$ cat src/rtl/mmix_mem_pkg.sv
// Shared types for the MMIX memory bridge: access size encoding, bridge FSM
// states and byte-enable constants for a big-endian view of 32-bit
// little-endian Avalon lanes (MMIX byte k of a tetra -> byteenable[3-k]).
package mmix_mem_pkg;

    typedef enum logic [1:0] {
        DS_BYTE  = 2'd0,
        DS_WYDE  = 2'd1,
        DS_TETRA = 2'd2,
        DS_OCTA  = 2'd3
    } datasize_e;

    typedef enum logic [2:0] {
        ST_IDLE  = 3'd0,
        ST_CMD0  = 3'd1,
        ST_WAIT0 = 3'd2,
        ST_CMD1  = 3'd3,
        ST_WAIT1 = 3'd4,
        ST_DONE  = 3'd5
    } state_e;

    localparam logic [3:0] BE_ALL     = 4'b1111;
    localparam logic [3:0] BE_WYDE_HI = 4'b1100;  // MMIX bytes 0,1 of the tetra
    localparam logic [3:0] BE_WYDE_LO = 4'b0011;  // MMIX bytes 2,3 of the tetra
    localparam logic [3:0] BE_BYTE_K0 = 4'b1000;  // MMIX byte 0; shift right by k

    localparam logic [1:0] BURST_SINGLE = 2'd1;
    localparam logic [1:0] BURST_OCTA   = 2'd2;

endpackage

$ cat src/rtl/mmix_mem_bridge_if.sv
// Avalon-MM bus between the MMIX memory bridge (master) and the fabric (slave).
// Ports: address/byteenable/read/write/writedata driven by the master,
// readdata/waitrequest/readdatavalid driven by the slave.
// MMIX_MEM_BURST_EN adds avm_burstcount (master -> slave).
interface mmix_mem_bridge_if #(
    parameter int ADDR_W = 32
) ();
    logic [ADDR_W-1:0] avm_address;
    logic [3:0]        avm_byteenable;
    logic              avm_read;
    logic              avm_write;
    logic [31:0]       avm_writedata;
    logic [31:0]       avm_readdata;
    logic              avm_waitrequest;
    logic              avm_readdatavalid;
`ifdef MMIX_MEM_BURST_EN
    logic [1:0]        avm_burstcount;
`endif

    modport master (
`ifdef MMIX_MEM_BURST_EN
        output avm_burstcount,
`endif
        output avm_address,
        output avm_byteenable,
        output avm_read,
        output avm_write,
        output avm_writedata,
        input  avm_readdata,
        input  avm_waitrequest,
        input  avm_readdatavalid
    );

    modport slave (
`ifdef MMIX_MEM_BURST_EN
        input  avm_burstcount,
`endif
        input  avm_address,
        input  avm_byteenable,
        input  avm_read,
        input  avm_write,
        input  avm_writedata,
        output avm_readdata,
        output avm_waitrequest,
        output avm_readdatavalid
    );
endinterface

$ cat src/rtl/mmix_lane_steer.sv
// Lane steering between MMIX big-endian sizes and 32-bit Avalon byte lanes.
// Latency: combinational.
// Backpressure: none; pure function of its inputs.
// Ports: size/offset select lanes; beat1 picks the low tetra of an octa write;
// wdata -> replicated lane_wdata; rdata -> right-aligned, zero-extended rdata_ext.
module mmix_lane_steer
    import mmix_mem_pkg::*;
(
    input  datasize_e   size,
    input  logic [1:0]  offset,
    input  logic        beat1,
    input  logic [63:0] wdata,
    input  logic [31:0] rdata,
    output logic [3:0]  be,
    output logic [31:0] lane_wdata,
    output logic [31:0] rdata_ext
);

    always_comb begin
        be         = BE_ALL;
        lane_wdata = wdata[31:0];
        rdata_ext  = rdata;
        case (size)
            DS_BYTE: begin
                be         = BE_BYTE_K0 >> offset;
                lane_wdata = {4{wdata[7:0]}};
                // MMIX byte k sits in bits [31-8k -: 8]; {~k,3'b111} == 31-8k.
                rdata_ext  = {24'd0, rdata[{~offset, 3'b111} -: 8]};
            end
            DS_WYDE: begin
                be         = offset[1] ? BE_WYDE_LO : BE_WYDE_HI;
                lane_wdata = {2{wdata[15:0]}};
                rdata_ext  = {16'd0, (offset[1] ? rdata[15:0] : rdata[31:16])};
            end
            DS_TETRA: begin
                be         = BE_ALL;
                lane_wdata = wdata[31:0];
                rdata_ext  = rdata;
            end
            default: begin
                // Octa: high tetra travels first (big-endian).
                be         = BE_ALL;
                lane_wdata = beat1 ? wdata[31:0] : wdata[63:32];
                rdata_ext  = rdata;
            end
        endcase
    end

endmodule

$ cat src/rtl/mmix_mem_bridge.sv
// MMIX core memory port -> 32-bit Avalon-MM master bridge (octa split in two tetra beats).
// Latency: command 1 cycle after request; tetra write done at +2, tetra read +3, octa read +5 (+4 burst).
// Backpressure: avm_waitrequest stalls the FSM with all avm_* held; core holds request until mem_done.
// Ports: clk, reset_n (async, active-low); core side mem_address/mem_datasize/mem_read/
// mem_write/mem_writedata in, mem_readdata/mem_done out; Avalon side via mmix_mem_bridge_if.master.
// Option: MMIX_MEM_BURST_EN issues octa reads as one burstcount=2 command and drives avm_burstcount.
module mmix_mem_bridge
    import mmix_mem_pkg::*;
#(
    parameter int ADDR_W = 32
) (
    input  logic              clk,
    input  logic              reset_n,
    input  logic [63:0]       mem_address,
    input  logic [1:0]        mem_datasize,
    input  logic              mem_read,
    input  logic              mem_write,
    input  logic [63:0]       mem_writedata,
    output logic [63:0]       mem_readdata,
    output logic              mem_done,
    mmix_mem_bridge_if.master avm
);

`ifdef MMIX_MEM_BURST_EN
    localparam bit BURST_EN = 1'b1;
    logic [1:0] burstcount_nxt;
`else
    localparam bit BURST_EN = 1'b0;
`endif

    state_e            state, state_nxt;

    // Request latched on leaving IDLE.
    logic              req_write;
    datasize_e         req_size;
    logic [ADDR_W-1:0] req_addr;
    logic [63:0]       req_wdata;
    logic [31:0]       rd_hi;

    // Active request view: live inputs while in IDLE, latched copy otherwise,
    // so registered outputs for the first command can be computed one cycle early.
    logic              req_vld;
    logic              cur_write;
    logic              cur_octa;
    datasize_e         cur_size;
    logic [ADDR_W-1:0] cur_addr;
    logic [ADDR_W-1:0] aligned_addr;
    logic [63:0]       cur_wdata;

    logic              cmd_nxt;
    logic              beat1_nxt;
    logic [ADDR_W-1:0] address_nxt;
    logic [3:0]        be_nxt;
    logic [31:0]       writedata_nxt;
    logic              read_nxt;
    logic              write_nxt;
    logic              done_nxt;
    logic [63:0]       readdata_nxt;
    logic [31:0]       rd_hi_nxt;

    logic [3:0]        steer_be;
    logic [31:0]       steer_wdata;
    logic [31:0]       steer_rdata;

    logic              unused_addr_hi;
    assign unused_addr_hi = ^mem_address[63:ADDR_W];

    assign req_vld = mem_read | mem_write;

    // MMIX alignment: drop the low address bits below the access size.
    always_comb begin
        aligned_addr = mem_address[ADDR_W-1:0];
        case (datasize_e'(mem_datasize))
            DS_WYDE:  aligned_addr[0]   = 1'b0;
            DS_TETRA: aligned_addr[1:0] = 2'b00;
            DS_OCTA:  aligned_addr[2:0] = 3'b000;
            default:  ;
        endcase
    end

    always_comb begin
        if (state == ST_IDLE) begin
            cur_write = mem_write;  // write wins when both are asserted
            cur_size  = datasize_e'(mem_datasize);
            cur_addr  = aligned_addr;
            cur_wdata = mem_writedata;
        end else begin
            cur_write = req_write;
            cur_size  = req_size;
            cur_addr  = req_addr;
            cur_wdata = req_wdata;
        end
        cur_octa = (cur_size == DS_OCTA);
    end

    mmix_lane_steer u_steer (
        .size       (cur_size),
        .offset     (cur_addr[1:0]),
        .beat1      (beat1_nxt),
        .wdata      (cur_wdata),
        .rdata      (avm.avm_readdata),
        .be         (steer_be),
        .lane_wdata (steer_wdata),
        .rdata_ext  (steer_rdata)
    );

    // Next-state logic. readdatavalid only matters in the WAIT states.
    always_comb begin
        state_nxt = state;
        case (state)
            ST_IDLE:  if (req_vld) state_nxt = ST_CMD0;
            ST_CMD0: begin
                if (!avm.avm_waitrequest) begin
                    if (cur_write) state_nxt = cur_octa ? ST_CMD1 : ST_DONE;
                    else           state_nxt = ST_WAIT0;
                end
            end
            ST_WAIT0: begin
                if (avm.avm_readdatavalid) begin
                    if (!cur_octa)     state_nxt = ST_DONE;
                    else if (BURST_EN) state_nxt = ST_WAIT1;
                    else               state_nxt = ST_CMD1;
                end
            end
            ST_CMD1: begin
                if (!avm.avm_waitrequest) state_nxt = cur_write ? ST_DONE : ST_WAIT1;
            end
            ST_WAIT1: if (avm.avm_readdatavalid) state_nxt = ST_DONE;
            ST_DONE:  state_nxt = ST_IDLE;
            default:  state_nxt = ST_IDLE;
        endcase
    end

    // Output logic: values for the registered outputs, derived from the
    // state being entered so every output is a flop.
    always_comb begin
        cmd_nxt   = (state_nxt == ST_CMD0) || (state_nxt == ST_CMD1);
        beat1_nxt = (state_nxt == ST_CMD1);
        read_nxt  = cmd_nxt && !cur_write;
        write_nxt = cmd_nxt && cur_write;
        be_nxt    = cmd_nxt ? steer_be : 4'b0000;
        writedata_nxt = write_nxt ? steer_wdata : 32'd0;
        if (!cmd_nxt) begin
            address_nxt = '0;
        end else if (beat1_nxt && !BURST_EN) begin
            address_nxt = {cur_addr[ADDR_W-1:3], 3'b100};
        end else begin
            // A burst keeps the start address for both beats.
            address_nxt = {cur_addr[ADDR_W-1:2], 2'b00};
        end
`ifdef MMIX_MEM_BURST_EN
        burstcount_nxt = !cmd_nxt ? 2'd0 : (cur_octa ? BURST_OCTA : BURST_SINGLE);
`endif
        done_nxt = (state_nxt == ST_DONE);

        rd_hi_nxt    = rd_hi;
        readdata_nxt = mem_readdata;
        if (avm.avm_readdatavalid) begin
            if (state == ST_WAIT0) begin
                if (cur_octa) rd_hi_nxt    = avm.avm_readdata;
                else          readdata_nxt = {32'd0, steer_rdata};
            end else if (state == ST_WAIT1) begin
                readdata_nxt = {rd_hi, avm.avm_readdata};
            end
        end
    end

    // State and output registers.
    always_ff @(posedge clk or negedge reset_n) begin
        if (!reset_n) begin
            state              <= ST_IDLE;
            req_write          <= 1'b0;
            req_size           <= DS_BYTE;
            req_addr           <= '0;
            req_wdata          <= 64'd0;
            rd_hi              <= 32'd0;
            mem_readdata       <= 64'd0;
            mem_done           <= 1'b0;
            avm.avm_address    <= '0;
            avm.avm_byteenable <= 4'b0000;
            avm.avm_read       <= 1'b0;
            avm.avm_write      <= 1'b0;
            avm.avm_writedata  <= 32'd0;
`ifdef MMIX_MEM_BURST_EN
            avm.avm_burstcount <= 2'd0;
`endif
        end else begin
            state <= state_nxt;
            if (state == ST_IDLE && req_vld) begin
                req_write <= cur_write;
                req_size  <= cur_size;
                req_addr  <= cur_addr;
                req_wdata <= cur_wdata;
            end
            rd_hi              <= rd_hi_nxt;
            mem_readdata       <= readdata_nxt;
            mem_done           <= done_nxt;
            avm.avm_address    <= address_nxt;
            avm.avm_byteenable <= be_nxt;
            avm.avm_read       <= read_nxt;
            avm.avm_write      <= write_nxt;
            avm.avm_writedata  <= writedata_nxt;
`ifdef MMIX_MEM_BURST_EN
            avm.avm_burstcount <= burstcount_nxt;
`endif
        end
    end

endmodule

$ cat src/flat_wrapper.sv
// flat-port wrapper written by rule: the top's interface ports become plain ports
module mmix_mem_bridge_flat import mmix_mem_pkg::*;
#(
    parameter int ADDR_W = 32
)
  (clk, reset_n, mem_address, mem_datasize, mem_read, mem_write, mem_writedata, mem_readdata, mem_done, avm_avm_address, avm_avm_byteenable, avm_avm_read, avm_avm_write, avm_avm_writedata, avm_avm_readdata, avm_avm_waitrequest, avm_avm_readdatavalid);
  mmix_mem_bridge_if #(.ADDR_W(ADDR_W)) avm_i ();
  input  logic clk;
  input  logic reset_n;
  input  logic [63:0] mem_address;
  input  logic [1:0] mem_datasize;
  input  logic mem_read;
  input  logic mem_write;
  input  logic [63:0] mem_writedata;
  output logic [63:0] mem_readdata;
  output logic mem_done;
  output wire logic [$bits(avm_i.avm_address)-1:0] avm_avm_address;
  output wire logic [$bits(avm_i.avm_byteenable)-1:0] avm_avm_byteenable;
  output wire logic [$bits(avm_i.avm_read)-1:0] avm_avm_read;
  output wire logic [$bits(avm_i.avm_write)-1:0] avm_avm_write;
  output wire logic [$bits(avm_i.avm_writedata)-1:0] avm_avm_writedata;
  input wire logic [$bits(avm_i.avm_readdata)-1:0] avm_avm_readdata;
  input wire logic [$bits(avm_i.avm_waitrequest)-1:0] avm_avm_waitrequest;
  input wire logic [$bits(avm_i.avm_readdatavalid)-1:0] avm_avm_readdatavalid;
  assign avm_avm_address = avm_i.avm_address;
  assign avm_avm_byteenable = avm_i.avm_byteenable;
  assign avm_avm_read = avm_i.avm_read;
  assign avm_avm_write = avm_i.avm_write;
  assign avm_avm_writedata = avm_i.avm_writedata;
  assign avm_i.avm_readdata = avm_avm_readdata;
  assign avm_i.avm_waitrequest = avm_avm_waitrequest;
  assign avm_i.avm_readdatavalid = avm_avm_readdatavalid;
  mmix_mem_bridge #(.ADDR_W(ADDR_W)) u_core (.clk(clk), .reset_n(reset_n), .mem_address(mem_address), .mem_datasize(mem_datasize), .mem_read(mem_read), .mem_write(mem_write), .mem_writedata(mem_writedata), .mem_readdata(mem_readdata), .mem_done(mem_done), .avm(avm_i));
endmodule
$ cat config.mk
export PLATFORM = sky130hd
export DESIGN_NAME = mmix_mem_bridge_flat
export DESIGN_NICKNAME = d
export VERILOG_FILES = /design/src/rtl/mmix_mem_pkg.sv /design/src/rtl/mmix_mem_bridge_if.sv /design/src/rtl/mmix_lane_steer.sv /design/src/rtl/mmix_mem_bridge.sv /design/src/flat_wrapper.sv
export SDC_FILE = /design/constraint.sdc
export NUM_CORES = 1
export LEC_CHECK = 0
export BUFFER_PORTS_ARGS = -buffer_cell sky130_fd_sc_hd__clkbuf_2
export CAP_MARGIN = 20
export CORE_ASPECT_RATIO = 1.4
export CORE_MARGIN = 10
export CORE_UTILIZATION = 25
export CTS_CLUSTER_SIZE = 40
export DETAILED_ROUTE_END_ITERATION = 8
export GPL_TIMING_DRIVEN = 0
export PLACE_DENSITY = 0.43
export SKIP_LAST_GASP = 1
export SLEW_MARGIN = 20
export SYNTH_ARGS = -nofsm -noshare
export SYNTH_HDL_FRONTEND = slang
export SYNTH_SLANG_ARGS = --single-unit
$ cat constraint.sdc
create_clock -name clk -period 3.9 [get_ports clk]
set_input_delay 0.78 -clock clk [delete_from_list [all_inputs] [get_ports clk]]
set_output_delay 0.78 -clock clk [all_outputs]
set_load 0.1 [all_outputs]
==> results of run 1 <==
[layer usage]
layer | wire [µm] | vias to the layer above | track usage (%)
met3 | 3170 | 109 | 3.69
li1 | - | 4976 | -
met2 | 24300 | 359 | 28.4
met1 | 19400 | 5084 | 18.9
met4 | 2410 | 8 | 8.63
met5 | 62 | - | 0
[flip-flops by register name, summed over array words and instances, names as in the netlist]
register and flops:
u_core.avm.avm_address 30, u_core.avm.avm_byteenable 4, u_core.avm.avm_read 1, u_core.avm.avm_write 1, u_core.avm.avm_writedata 32, u_core.mem_done 1
u_core.mem_readdata 64, u_core.rd_hi 32, u_core.req_addr 32, u_core.req_size 2, u_core.req_wdata 64, u_core.req_write 1
u_core.state 3
[through the flow]
| stage | util, % | area, µm² | hold WS (ns) |
|---|---|---|---|
| global route | 32.1 | 15500 | 0.154 |
| detailed placement | 29.9 | 14400 | 0.454 |
| CTS | 32.1 | 15500 | 0.134 |
| floorplan | - | 12200 | 0.437 |
| finish | 32.2 | 15500 | 0.145 |
| global placement | 29.7 | 14300 | 0.451 |
[where the power goes]
part | switching, mW | internal [mW]
registers | 0.596 | 3.88
logic | 7.35 | 2.00
clock network | 1.23 | 1.84
total | 9.18 | 7.71
[cell usage in the layout, fill, tap and decap left out, drive strengths merged, types with 6 or more instances in the layout]
| master | synthesis | layout |
|---|---|---|
| a211oi | 27 | 27 |
| nand3 | 20 | 20 |
| o22a | 8 | 8 |
| a2111oi | 9 | 9 |
| nor3 | 8 | 8 |
| buf | 43 | 46 |
| a21o | 8 | 8 |
| or3 | 10 | 10 |
| and2 | 12 | 12 |
| dfrtp | 267 | 267 |
| a31oi | 14 | 14 |
| mux2 | 47 | 47 |
| nand2b | 9 | 9 |
| and3 | 7 | 7 |
| clkbuf | 49 | 362 |
| nor2b | 14 | 14 |
| a22o | 41 | 41 |
| o21ai | 41 | 41 |
| a21oi | 67 | 67 |
| nand2 | 455 | 455 |
| o31ai | 6 | 6 |
| mux2i | 42 | 42 |
| nor2 | 18 | 18 |
| a22oi | 6 | 6 |
[kinds of logic (layout without fill, tap and decap cells)]
logic type,count (synthesis),count (layout),share of synthesized area (%)
flops,267,267,54.9
simple gates,567,567,19.6
mux,89,89,7.83
buf+inv,95,421,3.44
compound gates,255,255,14.3
other cells,1,4,0.0308
[final cells by class]
type | instances | share of cell area, %
repair buffers | 271 | 9.26
inverters | 3 | 0.0728
clock inverters | 10 | 0.905
flip-flops and latches | 267 | 43.2
plain buffers | 92 | 2.64
diodes | 2 | 0.0323
multi-input cells | 913 | 32.8
well taps | 630 | 5.09
clock buffers | 45 | 6.00
[worst max path at each step]
stage	end	slack (ns)	depth (start not counted)
2_1_floorplan	u_core.avm.avm_writedata[27]$_DFF_PN0_	1.56	6
3_3_place_gp	u_core.avm.avm_address[27]$_DFF_PN0_	-4.18	1
3_5_place_dp	u_core.avm.avm_writedata[28]$_DFF_PN0_	0.65	7
4_1_cts	u_core.avm.avm_writedata[27]$_DFF_PN0_	0.76	7
5_1_grt	u_core.avm.avm_writedata[27]$_DFF_PN0_	0.61	7
6_report	u_core.avm.avm_writedata[27]$_DFF_PN0_	0.74	7
[critical path, cell delays in order (launching register included)]
cell and delay [ns]:
sky130_fd_sc_hd__dfrtp_1 0.36, sky130_fd_sc_hd__clkbuf_1 0.48, sky130_fd_sc_hd__clkbuf_1 0.54, sky130_fd_sc_hd__clkbuf_1 0.50, sky130_fd_sc_hd__a211oi_1 0.15, sky130_fd_sc_hd__o21ai_0 0.55, sky130_fd_sc_hd__nand2_1 0.11, sky130_fd_sc_hd__a211oi_1 0.34
==> metrics.md, run 1 <==
| Metric | Value |
|---|---|
| Area occupied by multi-input gates | 5080 µm² |
| Largest fanout on the critical path | 10 |
| # fillers | 5087 |
| Detailed-route DRC error count | 0 |
| Cell area after technology mapping | 12200 µm² |
| Setup crit end kind | flip-flop |
| RD Place Congestion | 0.840 |
| Max-slew violation count | 0 |
| Die extent in y | 281 µm |
| CTS sink count | 267 |
| Maximum frequency from static timing analysis | 317 MHz |
| Core Area | 48100 µm² |
| Post-Place Worst Slack | 0.645 ns |
| Cells after DPL | 2176 |
| DP Wirelength | 37300 µm |
| Average detailed-routed wire length per instance | 22.1 µm |
| Slack of the worst reg-to-reg path | 0.74 ns |
| Fraction of synthesis flops using an asynchronous set or reset pin | 100% |
| Worst Tran Pin Value | 0.945 ns |
| Required time reported for the critical path endpoint | 4.35 ns |
| Largest cells by area after synthesis | sky130_fd_sc_hd__dfrtp_1 (55%), sky130_fd_sc_hd__nand2_1 (14%), sky130_fd_sc_hd__mux2_2 (4.3%), sky130_fd_sc_hd__mux2i_1 (3.4%), sky130_fd_sc_hd__a22o_1 (2.9%) |
| Count of hold buffers inserted by post-cts repair | 0 |
| Period minus WS final | 3.16 ns |
| Library cell with the largest summed area after synthesis | sky130_fd_sc_hd__dfrtp_1 |
| Post_cts resized | 0 |
| Post-CTS Setup Repair Bufs | 0 |
| Endpoints failing hold | 0 |
| Type of the setup path with the least slack | flip-flop to flip-flop |
| Worst slew margin relative to its limit | 35.4% |
| Number of buffers on the longest clock path | 3 |
| Register area | 6680 µm² |
| Number of global-route vias before repair | 11200 |
| Slack of the critical path | 0.741 ns |
| Average vias per placed instance | 4.72 |
| Synthesized netlist cell count | 1274 |
| Area Overhead vs Synth | 27.1% |
| Top-level port count | 303 |
| R2r worst-path depth | 7 |
| First-pass GRT wire length | 72600 µm |
| Power density relative to cell area | 1090 nW/µm² |
| Setup repair after global routing missed its margin | no |
| Setup-violating endpoint count in the final report | 0 |
| Cell Count, Final, Fillers Out | 2233 |
| Root Buffer | sky130_fd_sc_hd__clkbuf_16 |
| Detailed Route WL | 49300 µm |
| Number of cell rows | 95 |
| Area of the die | 58100 µm² |
| Share of the cycle needed by the critical path after routing | 81.0% |
| Worst setup path startpoint | u_core.req_size[0]$_DFFE_PN0P_ |
| Outcome | complete, no violations |
| Fraction of synthesized cell area taken by the top area cell type | 54.9% |
| H-tree depth reported by CTS | 1 |
| Aggregate global routing overflow | 0 |
| Pin count of the biggest net entering global routing | 80 |
| Leakage power | 7.75 nW |
| Initial antenna violation count | 6 |
| Number of enable flip-flop cells after synthesis | 0 |
| CTS buffer count | 31 |
| Most used standard cells in the synthesized netlist | sky130_fd_sc_hd__nand2_1 (455), sky130_fd_sc_hd__dfrtp_1 (267), sky130_fd_sc_hd__a21oi_1 (66) |
| CTS clk-pin slew, worst paths | 0.07 ns |
| Kind of start point of the critical path | flip-flop |
| Library cell with the highest instance count after synthesis | sky130_fd_sc_hd__nand2_1 |
| Maximum ir drop on the vdd rail | 0.000596 V |
| Antenna violation net count after detailed routing | 0 |
| Post-synthesis cell type count | 61 |
| GR Util All Layers | 16.6% |
| Number of nets in the layout | 1747 |
| Power, Total | 16.9 mW |
| Yosys Warn Count | 0 |
| Clk_skew | 0.0199 ns |
| Number of vias after detailed routing | 10500 |
| Iteration-0 DRC count of the detailed router | 540 |
| Max-capacitance violation count | 0 |
| Skew-Pair Late Insertion Delay | 0.58 ns |
| Most used flip-flop cell after synthesis | sky130_fd_sc_hd__dfrtp_1 |
| Mean instance size in the synthesized netlist | 9.56 µm² |
| Number of buffers added on ports | 268 |
| Number of flip-flops and latches in the synthesized netlist | 267 |
| Total negative slack | 0 ns |
| Hold/Removal Path Class | input pin to asynchronous set/reset pin |
| Starting Density | 25.3% |
| Share of final-layout standard cells stronger than drive strength 1 | 26.2% |
| Data arrival time of the worst path | 3.61 ns |
| Register area share after synthesis | 54.9% |
| Number of search-and-repair iterations in the first detailed-routing pass | 5 |
| Width of the chip | 207 µm |
| Capture instance of the worst register-to-register path | u_core.avm.avm_writedata[27]$_DFF_PN0_ |
| TritonCTS clock tree | yes |
| Reg2reg start | u_core.req_size[0]$_DFFE_PN0P_ |
Power figures use the tool's default switching activity.
==> run 2, diff against run 1 <==
--- a/config.mk
+++ b/config.mk
@@ -5,6 +5,7 @@
 export SDC_FILE = /design/constraint.sdc
 export NUM_CORES = 1
 export LEC_CHECK = 0
+export ABC_AREA = 1
 export BUFFER_PORTS_ARGS = -buffer_cell sky130_fd_sc_hd__clkbuf_2
 export CAP_MARGIN = 20
 export CORE_ASPECT_RATIO = 1.4
==> constraint.sdc (replaced) <==
create_clock -name clk -period 3.3 [get_ports clk]
set_input_delay 0.66 -clock clk [delete_from_list [all_inputs] [get_ports clk]]
set_output_delay 0.66 -clock clk [all_outputs]
set_load 0.1 [all_outputs]
==> run 2 against run 1 <==
  * Fmax rose by 12%
  * Sequential share of layout area rose by 1.4 points
  * Utilization rose by 0.36 points
  * Die area fell by 3.8%
  * Sequential cell count did not move
  * Highest routed layer unchanged
  * Global-route usage fell by 0.90 points
  * Routed wire length fell by 8.8%
==> metrics.md, run 2 <==
| Metric | Value |
|---|---|
| Share of the cycle needed by the critical path after routing | 85.3% |
| Cell area after technology mapping | 11700 µm² |
| Area occupied by multi-input gates | 4320 µm² |
| Worst Tran Pin Value | 0.819 ns |
| Top-level port count | 303 |
| CTS clk-pin slew, worst paths | 0.06 ns |
| Aggregate global routing overflow | 0 |
| Most frequent standard cell in the layout excluding fill and tap cells | sky130_fd_sc_hd__nand2_1 |
| Fraction of synthesis flops using an asynchronous set or reset pin | 100% |
| Register area share after synthesis | 57.2% |
| Detailed-route DRC error count | 0 |
| M1 WL | 18200 µm |
| Count of hold buffers inserted by post-cts repair | 1 |
| Initial antenna violation count | 4 |
| CTS buffer count | 30 |
| Library cell with the highest instance count after synthesis | sky130_fd_sc_hd__nand2_1 |
| TritonCTS clock tree | yes |
| Core Area | 46100 µm² |
| Setup repair after global routing missed its margin | no |
| CTS sink count | 267 |
| Worst hold slack | 0.270 ns |
| Post-synthesis compound-gate area fraction | 14.7% |
| Number of nets in the layout | 1731 |
| Area of the die | 55900 µm² |
| Routed wire length on met3 | 2510 µm |
| H-tree depth reported by CTS | 1 |
| Outcome | complete, no violations |
| Starting Density | 25.3% |
| Share of cell area taken by muxes after synthesis | 6.00% |
| Skew-Pair Late Insertion Delay | 0.58 ns |
| Total negative slack | 0 ns |
| Width of the chip | 203 µm |
| Antenna violation net count after detailed routing | 0 |
| Area Overhead vs Synth | 28.3% |
| Type of the setup path with the least slack | flip-flop to flip-flop |
| Root Buffer | sky130_fd_sc_hd__clkbuf_16 |
| Number of search-and-repair iterations in the first detailed-routing pass | 5 |
| Routed wl met2 | 22900 µm |
| Iteration-0 DRC count of the detailed router | 601 |
| Post-Place Worst Slack | 0.405 ns |
| Synthesized netlist cell count | 1259 |
| Largest cells by area after synthesis | sky130_fd_sc_hd__dfrtp_1 (57%), sky130_fd_sc_hd__nand2_1 (8.8%), sky130_fd_sc_hd__o21ai_0 (8.3%), sky130_fd_sc_hd__mux2i_1 (6.0%), sky130_fd_sc_hd__nor2_1 (3.4%) |
| Max-slew violation count | 0 |
| Pin count of the biggest net entering global routing | 84 |
| First-pass GRT wire length | 67200 µm |
| Largest registers | u_core.mem_readdata x64, u_core.req_wdata x64 |
| Slack of the critical path | 0.485 ns |
| Post-CTS Setup Repair Bufs | 0 |
| Maximum frequency from static timing analysis | 355 MHz |
| Most used flip-flop cell after synthesis | sky130_fd_sc_hd__dfrtp_1 |
| Average vias per placed instance | 4.57 |
| Clk_skew | 0.0227 ns |
| RD Place Congestion | 0.845 |
| Library cell with the largest summed area after synthesis | sky130_fd_sc_hd__dfrtp_1 |
| GR Util All Layers | 15.7% |
| # fillers | 4951 |
| Register area | 6680 µm² |
| Most used standard cells in the synthesized netlist | sky130_fd_sc_hd__nand2_1 (274), sky130_fd_sc_hd__dfrtp_1 (267), sky130_fd_sc_hd__o21ai_0 (193) |
| DP Wirelength | 34500 µm |
| Worst slew margin relative to its limit | 43.8% |
| Data arrival time of the worst path | 3.26 ns |
| Endpoints failing hold | 0 |
| Number of flip-flops and latches in the synthesized netlist | 267 |
| Fraction of synthesized cell area taken by the top area cell type | 57.2% |
| Hold/Removal Path Class | input pin to flip-flop |
| Number of enable flip-flop cells after synthesis | 0 |
| Detailed Route WL | 45000 µm |
| Yosys Warn Count | 0 |
| Post_cts resized | 0 |
| Die extent in y | 276 µm |
| Kind of start point of the critical path | flip-flop |
| Share of synthesized cell area in and, or, nand and nor gates | 16.2% |
| Number of buffers on the longest clock path | 3 |
| Largest fanout on the critical path | 10 |
| Required time reported for the critical path endpoint | 3.75 ns |
| Synth Area in Adders | 0% |
| Number of buffers added on ports | 267 |
| Number of global-route vias before repair | 10500 |
| Share of final-layout standard cells stronger than drive strength 1 | 25.2% |
| Setup crit end kind | flip-flop |
| Number of cell rows | 93 |
| Highest routed layer | met5 |
| Period minus WS final | 2.82 ns |
| Max-capacitance violation count | 0 |
| Number of vias after detailed routing | 10100 |
| Most used cells in the layout excluding fill and tap cells | sky130_fd_sc_hd__nand2_1 (274), sky130_fd_sc_hd__dfrtp_1 (267), sky130_fd_sc_hd__clkbuf_2 (266) |
| Post-synthesis cell type count | 35 |
| Mean instance size in the synthesized netlist | 9.27 µm² |
| XOR/XNOR share of the synthesized area | 0% |
| Average detailed-routed wire length per instance | 20.4 µm |
| Dominant combinational cell family by area after synthesis | simple AND/OR/NAND/NOR gates |
| Setup-violating endpoint count in the final report | 0 |
-- run 2: cell families after synthesis --
group / after synthesis
and+or+nand+nor: 458
AOI/OAI and AO/OA: 308
DFF: 267
buffers and inverters: 155
muxes: 70
other: 1
-- run 2: layer usage --
layer | vias to the layer above | global-route usage, %
met5 | - | 0
li1 | 4798 | -
met2 | 332 | 28.0
met4 | 4 | 5.67
met1 | 4863 | 18.4
met3 | 70 | 3.02
-- run 2: area by class of cell --
class | instances | share of cell area [%]
Sequential cell | 267 | 44.6
Timing Repair Buffer | 271 | 9.60
Clock buffer | 42 | 5.85
Buffer | 76 | 2.58
Multi-Input combinational cell | 838 | 28.8
Antenna cell | 2 | 0.0334
Inverter | 79 | 1.98
Tap cell | 617 | 5.15
Clock inverter | 13 | 1.40
-- run 2: worst paths after layout --
path | startpoint | end | slack [ns] | cells past startpoint
setup / recovery | u_core.state[1]$_DFF_PN0_ | u_core.avm.avm_writedata[2]$_DFF_PN0_ | 0.48 | 10
hold / removal | mem_read | u_core.req_write$_DFFE_PN0P_ | 0.27 | 2
setup reg to reg | u_core.state[1]$_DFF_PN0_ | u_core.avm.avm_writedata[2]$_DFF_PN0_ | 0.48 | 10
hold reg to reg | u_core.req_wdata[15]$_DFFE_PN0P_ | u_core.req_wdata[15]$_DFFE_PN0P_ | 0.48 | 2
max in group asynchronous | reset_n | u_core.avm.avm_writedata[7]$_DFF_PN0_ | 1.59 | 4
min in group asynchronous | reset_n | u_core.avm.avm_address[23]$_DFF_PN0_ | 0.57 | 2
-- run 2: through the flow --
step | cells | cell area [µm²] | utilization (%)
after floorplan | 1260 | 11700 | -
after global placement | 2144 | 13800 | 29.9
after detailed placement | 2147 | 13900 | 30.1
after CTS | 2203 | 15000 | 32.5
after global routing | 2204 | 15000 | 32.5
final | 2205 | 15000 | 32.5
-- run 2: critical path, cell delays in order, from the launching register on --
cell and delay, ns:
sky130_fd_sc_hd__dfrtp_1 0.46, sky130_fd_sc_hd__nor3_4 0.51, sky130_fd_sc_hd__nand2_2 0.29, sky130_fd_sc_hd__o21ai_1 0.23
sky130_fd_sc_hd__nor2_1 0.06, sky130_fd_sc_hd__nand2_1 0.19, sky130_fd_sc_hd__nand3_2 0.23, sky130_fd_sc_hd__nor2_4 0.22
sky130_fd_sc_hd__buf_6 0.17, sky130_fd_sc_hd__nand2_1 0.06, sky130_fd_sc_hd__a21oi_1 0.24
Power of run 2 is left out: the tool's default activity adds up to more than one toggle a clock period on the data nets, which glitch-free logic cannot reach.
==> run 3, diff against run 2 <==
--- a/config.mk
+++ b/config.mk
@@ -14,9 +14,10 @@
 export CTS_CLUSTER_SIZE = 40
 export DETAILED_ROUTE_END_ITERATION = 8
 export GPL_TIMING_DRIVEN = 0
-export PLACE_DENSITY = 0.43
+export PLACE_DENSITY = 0.42
 export SKIP_LAST_GASP = 1
 export SLEW_MARGIN = 20
 export SYNTH_ARGS = -nofsm -noshare
 export SYNTH_HDL_FRONTEND = slang
+export SYNTH_HIERARCHICAL = 1
 export SYNTH_SLANG_ARGS = --single-unit
==> run 3 against run 2 <==
  * Worst hold slack worse by 0.20 ns
  * Utilization is 0.80 points lower
  * Critical path depth is 7 higher
  * Final cell count is 15% higher
  * Largest cell class unchanged
  * Design area is 5.6% higher
  * Clock skew is 0.010 ns lower
  * Sequential share of layout area is 2.4 points lower
  * Non-clock buffer count is 13 higher
  * First-iteration DRC count is 12% higher
  * Count of clock-buffer cells in the layout is 2 higher
  * Register-to-register slack worse by 0.19 ns
==> metrics.md, run 3 <==
| Metric | Value |
|---|---|
| XOR/XNOR share of the synthesized area | 0% |
| Starting Density | 25.2% |
| Reg2reg start | u_core/state[1]$_DFF_PN0_ |
| Type of the setup path with the least slack | flip-flop to flip-flop |
| CTS sink count | 267 |
| Average detailed-routed wire length per instance | 19.6 µm |
| Die extent in y | 285 µm |
| Number of buffers added on ports | 268 |
| Largest fanout on the critical path | 10 |
| Cell area after technology mapping | 12600 µm² |
| Initial antenna violation count | 4 |
| Period minus WS final | 3.01 ns |
| Fin area | 15800 µm² |
| Yosys Warn Count | 6 |
| Count of hold buffers inserted by post-cts repair | 0 |
| Synthesized netlist cell count | 1556 |
| Hold/Removal Path Class | input pin to asynchronous set/reset pin |
| Setup repair after global routing missed its margin | no |
| Detailed-route DRC error count | 0 |
| Antenna violation net count after detailed routing | 0 |
| Number of buffers on the longest clock path | 3 |
| Worst hold slack | 0.0742 ns |
| Total negative slack | 0 ns |
| Number of cell rows | 97 |
| Area Overhead vs Synth | 26.0% |
| Cells after DPL | 2471 |
| Kind of start point of the critical path | flip-flop |
| Number of global-route vias before repair | 11800 |
| Largest registers | u_core/mem_readdata x64, u_core/req_wdata x64 |
| Endpoints failing hold | 0 |
| Crit path top cell by count | sky130_fd_sc_hd__nand2_1 |
| Top-level port count | 303 |
| Iteration-0 DRC count of the detailed router | 671 |
| CTS clk-pin slew, worst paths | 0.06 ns |
| Library cell with the largest summed area after synthesis | sky130_fd_sc_hd__dfrtp_1 |
| Largest cells by area after synthesis | sky130_fd_sc_hd__dfrtp_1 (53%), sky130_fd_sc_hd__nand2_1 (14%), sky130_fd_sc_hd__o21ai_0 (9.3%), sky130_fd_sc_hd__inv_1 (5.1%), sky130_fd_sc_hd__nor2_1 (2.9%) |
| Aggregate global routing overflow | 0 |
| Slack of the worst reg-to-reg path | 0.29 ns |
| R2r worst-path depth | 17 |
| Cells along the critical path | nor2_4 > nand2_4 > inv_2 > nand2_1 > o21ai_2 > nand2_1 > nand2_2 > inv_1 > a21oi_1 > buf_2 > clkbuf_4 > nor2_1 > nor2_1 > o21ai_0 > nand2_1 > inv_1 > nor2_2 |
| Synth Area in Adders | 0% |
| Setup-violating endpoint count in the final report | 0 |
| Worst Tran Pin Value | 0.706 ns |
| First-pass GRT wire length | 74800 µm |
| Clk_skew | 0.0127 ns |
| Most used flip-flop cell after synthesis | sky130_fd_sc_hd__dfrtp_1 |
| Number of search-and-repair iterations in the first detailed-routing pass | 5 |
| Cell with the biggest individual delay on the critical path | sky130_fd_sc_hd__dfrtp_1 |
| Required time reported for the critical path endpoint | 3.82 ns |
| Max-capacitance violation count | 0 |
| Fraction of synthesized cell area taken by the top area cell type | 53.2% |
| Share of final-layout standard cells stronger than drive strength 1 | 23.1% |
| Worst path max stage delay | 0.45 ns |
| Cell Count, Final, Fillers Out | 2532 |
| Fraction of synthesis flops using an asynchronous set or reset pin | 100% |
| TritonCTS clock tree | yes |
| Number of flip-flops and latches in the synthesized netlist | 267 |
| Worst setup path startpoint | u_core/state[1]$_DFF_PN0_ |
| Most used cells in the layout excluding fill and tap cells | sky130_fd_sc_hd__nand2_1 (480), sky130_fd_sc_hd__clkbuf_2 (267), sky130_fd_sc_hd__dfrtp_1 (267) |
| Share of the cycle needed by the critical path after routing | 91.1% |
| Capture instance of the worst register-to-register path | u_core/avm.avm_writedata[25]$_DFF_PN0_ |
| Share of cell area taken by muxes after synthesis | 2.31% |
| Library cell with the highest instance count after synthesis | sky130_fd_sc_hd__nand2_1 |
| Outcome | complete, no violations |
| Number of vias after detailed routing | 11400 |
| Post-synthesis compound-gate area fraction | 12.1% |
| Mean instance size in the synthesized netlist | 8.07 µm² |
| Root Buffer | sky130_fd_sc_hd__clkbuf_16 |
| Max-slew violation count | 0 |
| Most used standard cells in the synthesized netlist | sky130_fd_sc_hd__nand2_1 (481), sky130_fd_sc_hd__dfrtp_1 (267), sky130_fd_sc_hd__o21ai_0 (233) |
| Detailed Route WL | 49600 µm |
| Area of placed instances | 14800 µm² |
| Worst slew margin relative to its limit | 52.4% |
| Share of synthesized cell area in and, or, nand and nor gates | 23.7% |
| RD Place Congestion | 0.887 |
| Most frequent standard cell in the layout excluding fill and tap cells | sky130_fd_sc_hd__nand2_1 |
| Maximum frequency from static timing analysis | 333 MHz |
| # fillers | 5417 |
| Width of the chip | 209 µm |
| H-tree depth reported by CTS | 1 |
| DP Wirelength | 38800 µm |
| CTS buffer count | 31 |
| Number of nets in the layout | 2031 |
| Core Area | 49900 µm² |
| Pin count of the biggest net entering global routing | 74 |
| Setup crit end kind | flip-flop |
| Average vias per placed instance | 4.49 |
| Number of enable flip-flop cells after synthesis | 0 |
| Data arrival time of the worst path | 3.53 ns |
| Skew-Pair Late Insertion Delay | 0.59 ns |
| Register area share after synthesis | 53.2% |
| GR Util All Layers | 16.2% |
| Post-synthesis cell type count | 30 |
| Area of the die | 59700 µm² |
| Dominant combinational cell family by area after synthesis | simple AND/OR/NAND/NOR gates |
## run 3: per-layer routing
layer	wire, µm	vias to the layer above	global-route usage (%)	part of all wire, %
met5	34	-	0	0.069
met4	1280	4	5.21	2.6
met3	3030	57	3.44	6.1
met2	25500	361	29.2	51
met1	19800	5426	18.6	40
li1	-	5519	-	-
## run 3: stage by stage
step	utilization, %	setup slack (ns)
after floorplan	-	1.01
after global placement	29.5	-4.54
after detailed placement	29.7	0.0463
after CTS	31.7	0.109
after global routing	31.7	0.00612
final	31.7	0.295
## run 3: critical path: cells and delay by family (launching register included)
kind            cells  cell delay (ns)
buf+inv             5             0.80
simple gates        9             1.23
compound gates      3             0.46
flops               1             0.45
## run 3: how the worst max path moves through the flow
stage,end,cells after the start
final,u_core/avm.avm_writedata[25]$_DFF_PN0_,17
after global routing,u_core/avm.avm_writedata[25]$_DFF_PN0_,17
after CTS,u_core/avm.avm_writedata[25]$_DFF_PN0_,17
after detailed placement,u_core/avm.avm_writedata[6]$_DFF_PN0_,15
after global placement,u_core/req_wdata[30]$_DFFE_PN0P_,1
after floorplan,u_core/avm.avm_writedata[17]$_DFF_PN0_,14
## run 3: logic make-up (layout without fill, tap and decap cells)
kind of cell / after synthesis / after routing
and+or+nand+nor: 710 / 710
AOI/OAI and AO/OA: 285 / 285
DFF: 267 / 267
buffers and inverters: 264 / 594
muxes: 29 / 29
other: 1 / 4
## run 3: final cells by class
class	count	area [µm²]	share of cell area [%]
diodes	2	5.00	0.0316
plain buffers	86	414	2.62
clock buffers	44	875	5.53
clock inverters	13	123	0.775
inverters	177	664	4.20
multi-input cells	1026	4800	30.3
flip-flops and latches	267	6680	42.2
well taps	643	805	5.09
repair buffers	274	1460	9.20
## run 3: what timing repair did
item | CTS | global route
setup endpoints to repair | 0 | 20
buffers inserted | 0 | 3
resized for setup | 0 | 2
Power of run 3 is left out for the same reason.
